===== config.mk =====
export PLATFORM = sky130hd
export DESIGN_NAME = pad_draw_ctrl
export DESIGN_NICKNAME = d
export VERILOG_FILES = /design/src/rtl/simon_pkg.sv /design/src/rtl/rect_scanner.sv /design/src/rtl/pad_draw_ctrl.sv
export SDC_FILE = /design/constraint.sdc
export NUM_CORES = 1
export LEC_CHECK = 0
export CELL_PAD_IN_SITES_DETAIL_PLACEMENT = 0
export CELL_PAD_IN_SITES_GLOBAL_PLACEMENT = 1
export CORE_UTILIZATION = 30
export CTS_CLUSTER_DIAMETER = 30
export CTS_CLUSTER_SIZE = 40
export DETAILED_ROUTE_END_ITERATION = 6
export GPL_TIMING_DRIVEN = 0
export HOLD_SLACK_MARGIN = 0.1
export PLACE_DENSITY_LB_ADDON = 0.08
export REMOVE_ABC_BUFFERS = 1
export SETUP_SLACK_MARGIN = 0.3
export SLEW_MARGIN = 20
export SYNTH_ARGS = -nofsm -noshare
export SYNTH_HDL_FRONTEND = slang
export SYNTH_HIERARCHICAL = 1
export SYNTH_SLANG_ARGS = --single-unit

===== constraint.sdc =====
create_clock -name clk -period 9 [get_ports clk]
set_input_delay 1.8 -clock clk [delete_from_list [all_inputs] [get_ports clk]]
set_output_delay 1.8 -clock clk [all_outputs]
set_load 0.05 [all_outputs]

===== src/rtl/simon_pkg.sv =====
// Shared constants and types for the Simon Says display path: screen geometry,
// pad placement and colours, and the draw sequencer states.
package simon_pkg;

  localparam int unsigned SCREEN_W = 160;
  localparam int unsigned SCREEN_H = 120;

  // Pads sit in a 2x2 grid: index bit 0 selects the column, bit 1 the row.
  localparam logic [7:0] PAD_ORIGIN_X [4] = '{8'd40, 8'd88, 8'd40, 8'd88};
  localparam logic [6:0] PAD_ORIGIN_Y [4] = '{7'd20, 7'd20, 7'd68, 7'd68};
  localparam logic [2:0] PAD_COLOUR   [4] = '{3'b010, 3'b100, 3'b110, 3'b001};

  localparam logic [2:0] COLOUR_UNLIT = 3'b111;
  localparam logic [2:0] COLOUR_BLACK = 3'b000;

  typedef enum logic [1:0] {
    IDLE,
    DRAW,
    DONE
  } state_e;

endpackage


===== src/rtl/rect_scanner.sv =====
// Raster-order column/row counter over a width x height rectangle; col/row name
// the pixel currently presented, and last flags the bottom-right pixel.
module rect_scanner (
  input  logic       clk,
  input  logic       reset,
  input  logic       go,
  input  logic [7:0] width,
  input  logic [6:0] height,
  output logic [7:0] col,
  output logic [6:0] row,
  output logic       active,
  output logic       last
);

  logic [7:0] col_q, col_d;
  logic [6:0] row_q, row_d;
  logic       active_q, active_d;
  logic       col_end;

  assign col_end = (col_q == width - 8'd1);
  assign last    = active_q && col_end && (row_q == height - 7'd1);

  always_comb begin
    col_d    = col_q;
    row_d    = row_q;
    active_d = active_q;
    if (go) begin
      col_d    = '0;
      row_d    = '0;
      active_d = 1'b1;
    end else if (active_q) begin
      if (last) begin
        col_d    = '0;
        row_d    = '0;
        active_d = 1'b0;
      end else if (col_end) begin
        col_d = '0;
        row_d = row_q + 7'd1;
      end else begin
        col_d = col_q + 8'd1;
      end
    end
  end

  always_ff @(posedge clk) begin
    if (reset) begin
      col_q    <= '0;
      row_q    <= '0;
      active_q <= 1'b0;
    end else begin
      col_q    <= col_d;
      row_q    <= row_d;
      active_q <= active_d;
    end
  end

  assign col    = col_q;
  assign row    = row_q;
  assign active = active_q;

endmodule


===== src/rtl/pad_draw_ctrl.sv =====
// Pixel sequencer for the Simon Says board: paints one game pad (lit or unlit)
// or clears the screen, one registered pixel per clock, then pulses done.
module pad_draw_ctrl
  import simon_pkg::*;
#(
  parameter int unsigned PAD_W = 32,
  parameter int unsigned PAD_H = 32
) (
  input  logic       clk,
  input  logic       reset,
  input  logic       start,
  input  logic [1:0] pad,
  input  logic       lit,
  input  logic       clear,
  output logic       busy,
  output logic       done,
  output logic [7:0] x_out,
  output logic [6:0] y_out,
  output logic [2:0] colour_out,
  output logic       plot
);

  if (PAD_W < 1 || PAD_H < 1 || 88 + PAD_W > SCREEN_W || 68 + PAD_H > SCREEN_H) begin : g_bad_size
    $error("pad_draw_ctrl: PAD_W/PAD_H do not fit the screen");
  end

  state_e     state_q, state_d;
  logic [7:0] origin_x_q, origin_x_d;
  logic [6:0] origin_y_q, origin_y_d;
  logic [7:0] width_q, width_d;
  logic [6:0] height_q, height_d;
  logic [2:0] colour_q, colour_d;
  logic [7:0] x_out_q, x_out_d;
  logic [6:0] y_out_q, y_out_d;
  logic [2:0] colour_out_q, colour_out_d;
  logic       plot_q, plot_d;
  logic       done_q, done_d;

  logic       go;
  logic [7:0] col;
  logic [6:0] row;
  logic       active;
  logic       last;
  logic       col_wrap;

  rect_scanner u_scanner (
    .clk    (clk),
    .reset  (reset),
    .go     (go),
    .width  (width_q),
    .height (height_q),
    .col    (col),
    .row    (row),
    .active (active),
    .last   (last)
  );

  assign col_wrap = (col == width_q - 8'd1);

  // Output registers load the pixel after the scanner's current one, so the
  // acceptance edge itself presents (col 0, row 0) in the following cycle.
  always_comb begin
    state_d      = state_q;
    origin_x_d   = origin_x_q;
    origin_y_d   = origin_y_q;
    width_d      = width_q;
    height_d     = height_q;
    colour_d     = colour_q;
    x_out_d      = x_out_q;
    y_out_d      = y_out_q;
    colour_out_d = colour_out_q;
    plot_d       = 1'b0;
    done_d       = 1'b0;
    go           = 1'b0;

    case (state_q)
      IDLE: begin
        if (clear) begin
          go         = 1'b1;
          origin_x_d = '0;
          origin_y_d = '0;
          width_d    = 8'(SCREEN_W);
          height_d   = 7'(SCREEN_H);
          colour_d   = COLOUR_BLACK;
          state_d    = DRAW;
        end else if (start) begin
          go         = 1'b1;
          origin_x_d = PAD_ORIGIN_X[pad];
          origin_y_d = PAD_ORIGIN_Y[pad];
          width_d    = 8'(PAD_W);
          height_d   = 7'(PAD_H);
          colour_d   = lit ? PAD_COLOUR[pad] : COLOUR_UNLIT;
          state_d    = DRAW;
        end
        if (clear || start) begin
          x_out_d      = origin_x_d;
          y_out_d      = origin_y_d;
          colour_out_d = colour_d;
          plot_d       = 1'b1;
        end
      end
      DRAW: begin
        if (last || !active) begin
          done_d  = 1'b1;
          state_d = DONE;
        end else begin
          plot_d  = 1'b1;
          x_out_d = origin_x_q + (col_wrap ? 8'd0 : col + 8'd1);
          y_out_d = origin_y_q + (col_wrap ? row + 7'd1 : row);
        end
      end
      DONE: state_d = IDLE;
      default: state_d = IDLE;
    endcase
  end

  always_ff @(posedge clk) begin
    if (reset) begin
      state_q      <= IDLE;
      origin_x_q   <= '0;
      origin_y_q   <= '0;
      width_q      <= '0;
      height_q     <= '0;
      colour_q     <= '0;
      x_out_q      <= '0;
      y_out_q      <= '0;
      colour_out_q <= '0;
      plot_q       <= 1'b0;
      done_q       <= 1'b0;
    end else begin
      state_q      <= state_d;
      origin_x_q   <= origin_x_d;
      origin_y_q   <= origin_y_d;
      width_q      <= width_d;
      height_q     <= height_d;
      colour_q     <= colour_d;
      x_out_q      <= x_out_d;
      y_out_q      <= y_out_d;
      colour_out_q <= colour_out_d;
      plot_q       <= plot_d;
      done_q       <= done_d;
    end
  end

  assign busy       = (state_q != IDLE);
  assign done       = done_q;
  assign x_out      = x_out_q;
  assign y_out      = y_out_q;
  assign colour_out = colour_out_q;
  assign plot       = plot_q;

endmodule


==> impl_metrics.yaml <==
clock_tree:
  htree_levels: 3
  cts_tree: "yes"
  clk_pin_slew_worst_paths_ns: 0.05
  postCtsHoldBufs: 0
  post_cts.repair.setup_buffers: 0
  numCtsBuffers: 9
  post_cts_resized: 0
  root_buffer: "clkbuf_16"
  clock_latency_ns: 0.33
  cts.path.max_buffers: 2
  clock_sinks: 58
synthesis:
  yosysTopAreaCellShare_pct: 31.42
  synth_area_per_cell_sq_um: 8.213
  yosysMostFrequentCell: "dfxtp_1"
  synth_flop_cell: "dfxtp_1"
  netlist_top_cells_area: "dfxtp_1 31%, ha_1 7.1%, xnor2_1 6.9%"
  synth-seq-cells: 58
  synth_cell_types: 71
  syn_area_sq_um: 3696
  async_reset_ff_share_pct: 0
  synth_warnings: 6
  syn_inst: 450
  synth_seq_area_share_pct: 31.42
  synth_common_cells: "58 x dfxtp_1, 52 x nor2_1, 33 x nand2_1"
  synth_edf_count: 0
  yosysTopAreaCell: "dfxtp_1"
setup_path:
  cp-start-kind: "register"
  critPathCapture: "busy"
  required_ns: 7.20
  r2r_cells: 10
  max_stage_delay_ns: 0.83
  arrival_ns: 2.87
  crit_start: "state_q[0]"
  path_cells: "nor2_1 -> clkinv_1 -> clkdlybuf4s50_1"
  path_class: "register to output pin"
  worst-path-max-fanout: 12
  r2r_end: "y_out[6]"
  rrSetupSlack_ns: 5.51
  r2r_start: "height_q[4]"
  cpMaxStageDelayCell: "clkdlybuf4s50_1"
  end_kind: "output pin"
floorplan:
  ios: 28
  die_x_um: 113.0
  initial_core_util_pct: 30.77
  core.rowCount: 40
  die_h_um: 113.0
  die_area_sq_um: 12770
  coreArea_sq_um: 12010
worst_hold_path:
  hold_path.class: "register to register"
  holdCritStartpoint: "x_out[2]"
global_route:
  grt-ovfl-total: 0
  antenna_found_initial: 0
  grt_pass1_wl_um: 15120
  track_usage_pct: 15.55
  grt_max_degree: 33
  grt_pass1_vias: 2940
final_layout:
  drive_above_1_share_pct: 7.451
  num_antenna_cells: 0
  area_growth_pct: 23.46
  n_fill_cell: 1286
  finalNetCount: 535
timing:
  worstMarginPinSlew_ns: 0.9717
  setup_viol: 0
  timing.hold.ws_ns: 0.4523
  fmax_mhz: 214.0
  finClkSkew_ns: 0.006767
  fin_setup_tns_ns: 0
  fin_crit_sh_pct: 51.92
  drv_slew: 0
  layout_min_cycle_time_ns: 4.673
  final_hold_viol_count: 0
  relSlewSlack_pct: 34.98
  rsz0062_at_grt: "no"
run_status:
  status: "finished clean"
detailed_routing:
  drt-initial-drc-count: 123
  wl_per_cell_um: 14.17
  drtAntennaViolNets: 0
  drt-total-wl_um: 9309
  viasPerCell: 4.896
  drt-pass1-iter-count: 4
  drcViolationCount: 0
  vias: 3217
placement:
  globalplace.congestion: 0.7492
  io_buffers: 27
  dp_hpwl_um: 6707
power_and_ir_drop:
  power_density_nw_per_um2: 184.1
  irDropWorstVdd_mv: 0.09197
  p_leak_nw: 1.741
run:
  drv_cap: 0
==> metrics by stage <==
stage	instance area (sq um)	utilization (%)	setup WS [ns]	instances	power [W]
5_1_grt	4563	37.99	4.124	657	0.0008806
6_report	4563	37.99	4.327	657	0.0008400
3_5_place_dp	4210	35.05	4.430	641	0.0004426
2_1_floorplan	3739	-	5.808	466	0.0003901
4_1_cts	4563	37.99	4.356	657	0.0008526
3_3_place_gp	4193	34.91	4.374	640	0.0004412
==> where the power goes <==
group / leakage, nW / internal [W] / switching [W] / total, W
logic: 1.09 / 0.0000510 / 0.000101 / 0.000152
registers: 0.472 / 0.000271 / 0.0000142 / 0.000285
clock network: 0.176 / 0.000284 / 0.000119 / 0.000403
==> worst min-delay path by stage <==
stage,endpoint,depth (start not counted),slack [ns]
floorplan,colour_q[0],2,0.43
global placement,x_out[2],2,0.44
detailed placement,x_out[2],2,0.45
CTS,x_out[2],2,0.45
global route,x_out[2],2,0.48
finish,x_out[2],2,0.45
==> flip-flops by register name (all words and copies together), names as in the netlist <==
register          cells
width_q               1
colour_q              3
u_scanner/col         8
y_out                 7
x_out                 8
u_scanner/row         7
height_q              1
origin_x_q            8
colour_out            3
done                  1
plot                  1
u_scanner/active      1
origin_y_q            7
state_q               2
==> layout by cell type, fill, tap and decap left out, drive strengths merged, types with 12 or more instances in the layout <==
cell / instances
dfxtp: 58
nor2: 54
nand2: 33
conb: 32
xnor2: 29
a21oi: 28
clkdlybuf4s50: 26
nor3: 24
ha: 21
inv: 21
xor2: 14
nand3: 14
o21ai: 14
and2: 12
==> cell type report <==
cell class	instances	area, sq um	share of cell area (%)
tap	147	183.9	4.031
clock inverter	5	100.1	2.194
sequential	58	1161	25.45
inverter	22	82.58	1.810
multi-input combinational	386	2497	54.73
clock buffer	11	252.7	5.539
timing repair buffer	28	285.3	6.252
==> worst max-delay path, delay by kind of cell, from the launching register on <==
kind / cells / cell delay [ns]
and+or+nand+nor: 1 / 0.76
buffers and inverters: 2 / 1.40
DFF: 1 / 0.38
==> routing by layer <==
layer	GRT usage (%)	vias to the layer above	part of all wire [%]
met3	2.625	10	3.0
li1	-	1686	-
met4	8.421	0	2.1
met1	20.36	1470	50
met2	24.44	51	45
met5	0	-	0
==> cell families after synthesis <==
group,after synthesis,synth area share (%)
xor gates and xnor gates,43,10.19
and+or+nand+nor,183,25.53
AOI/OAI and AO/OA,102,19.50
DFF,58,31.41
other,1,0.1015
adders and majority gates,23,8.192
muxes,3,0.8463
buffers and inverters,37,4.231
Power figures use the tool's default switching activity.
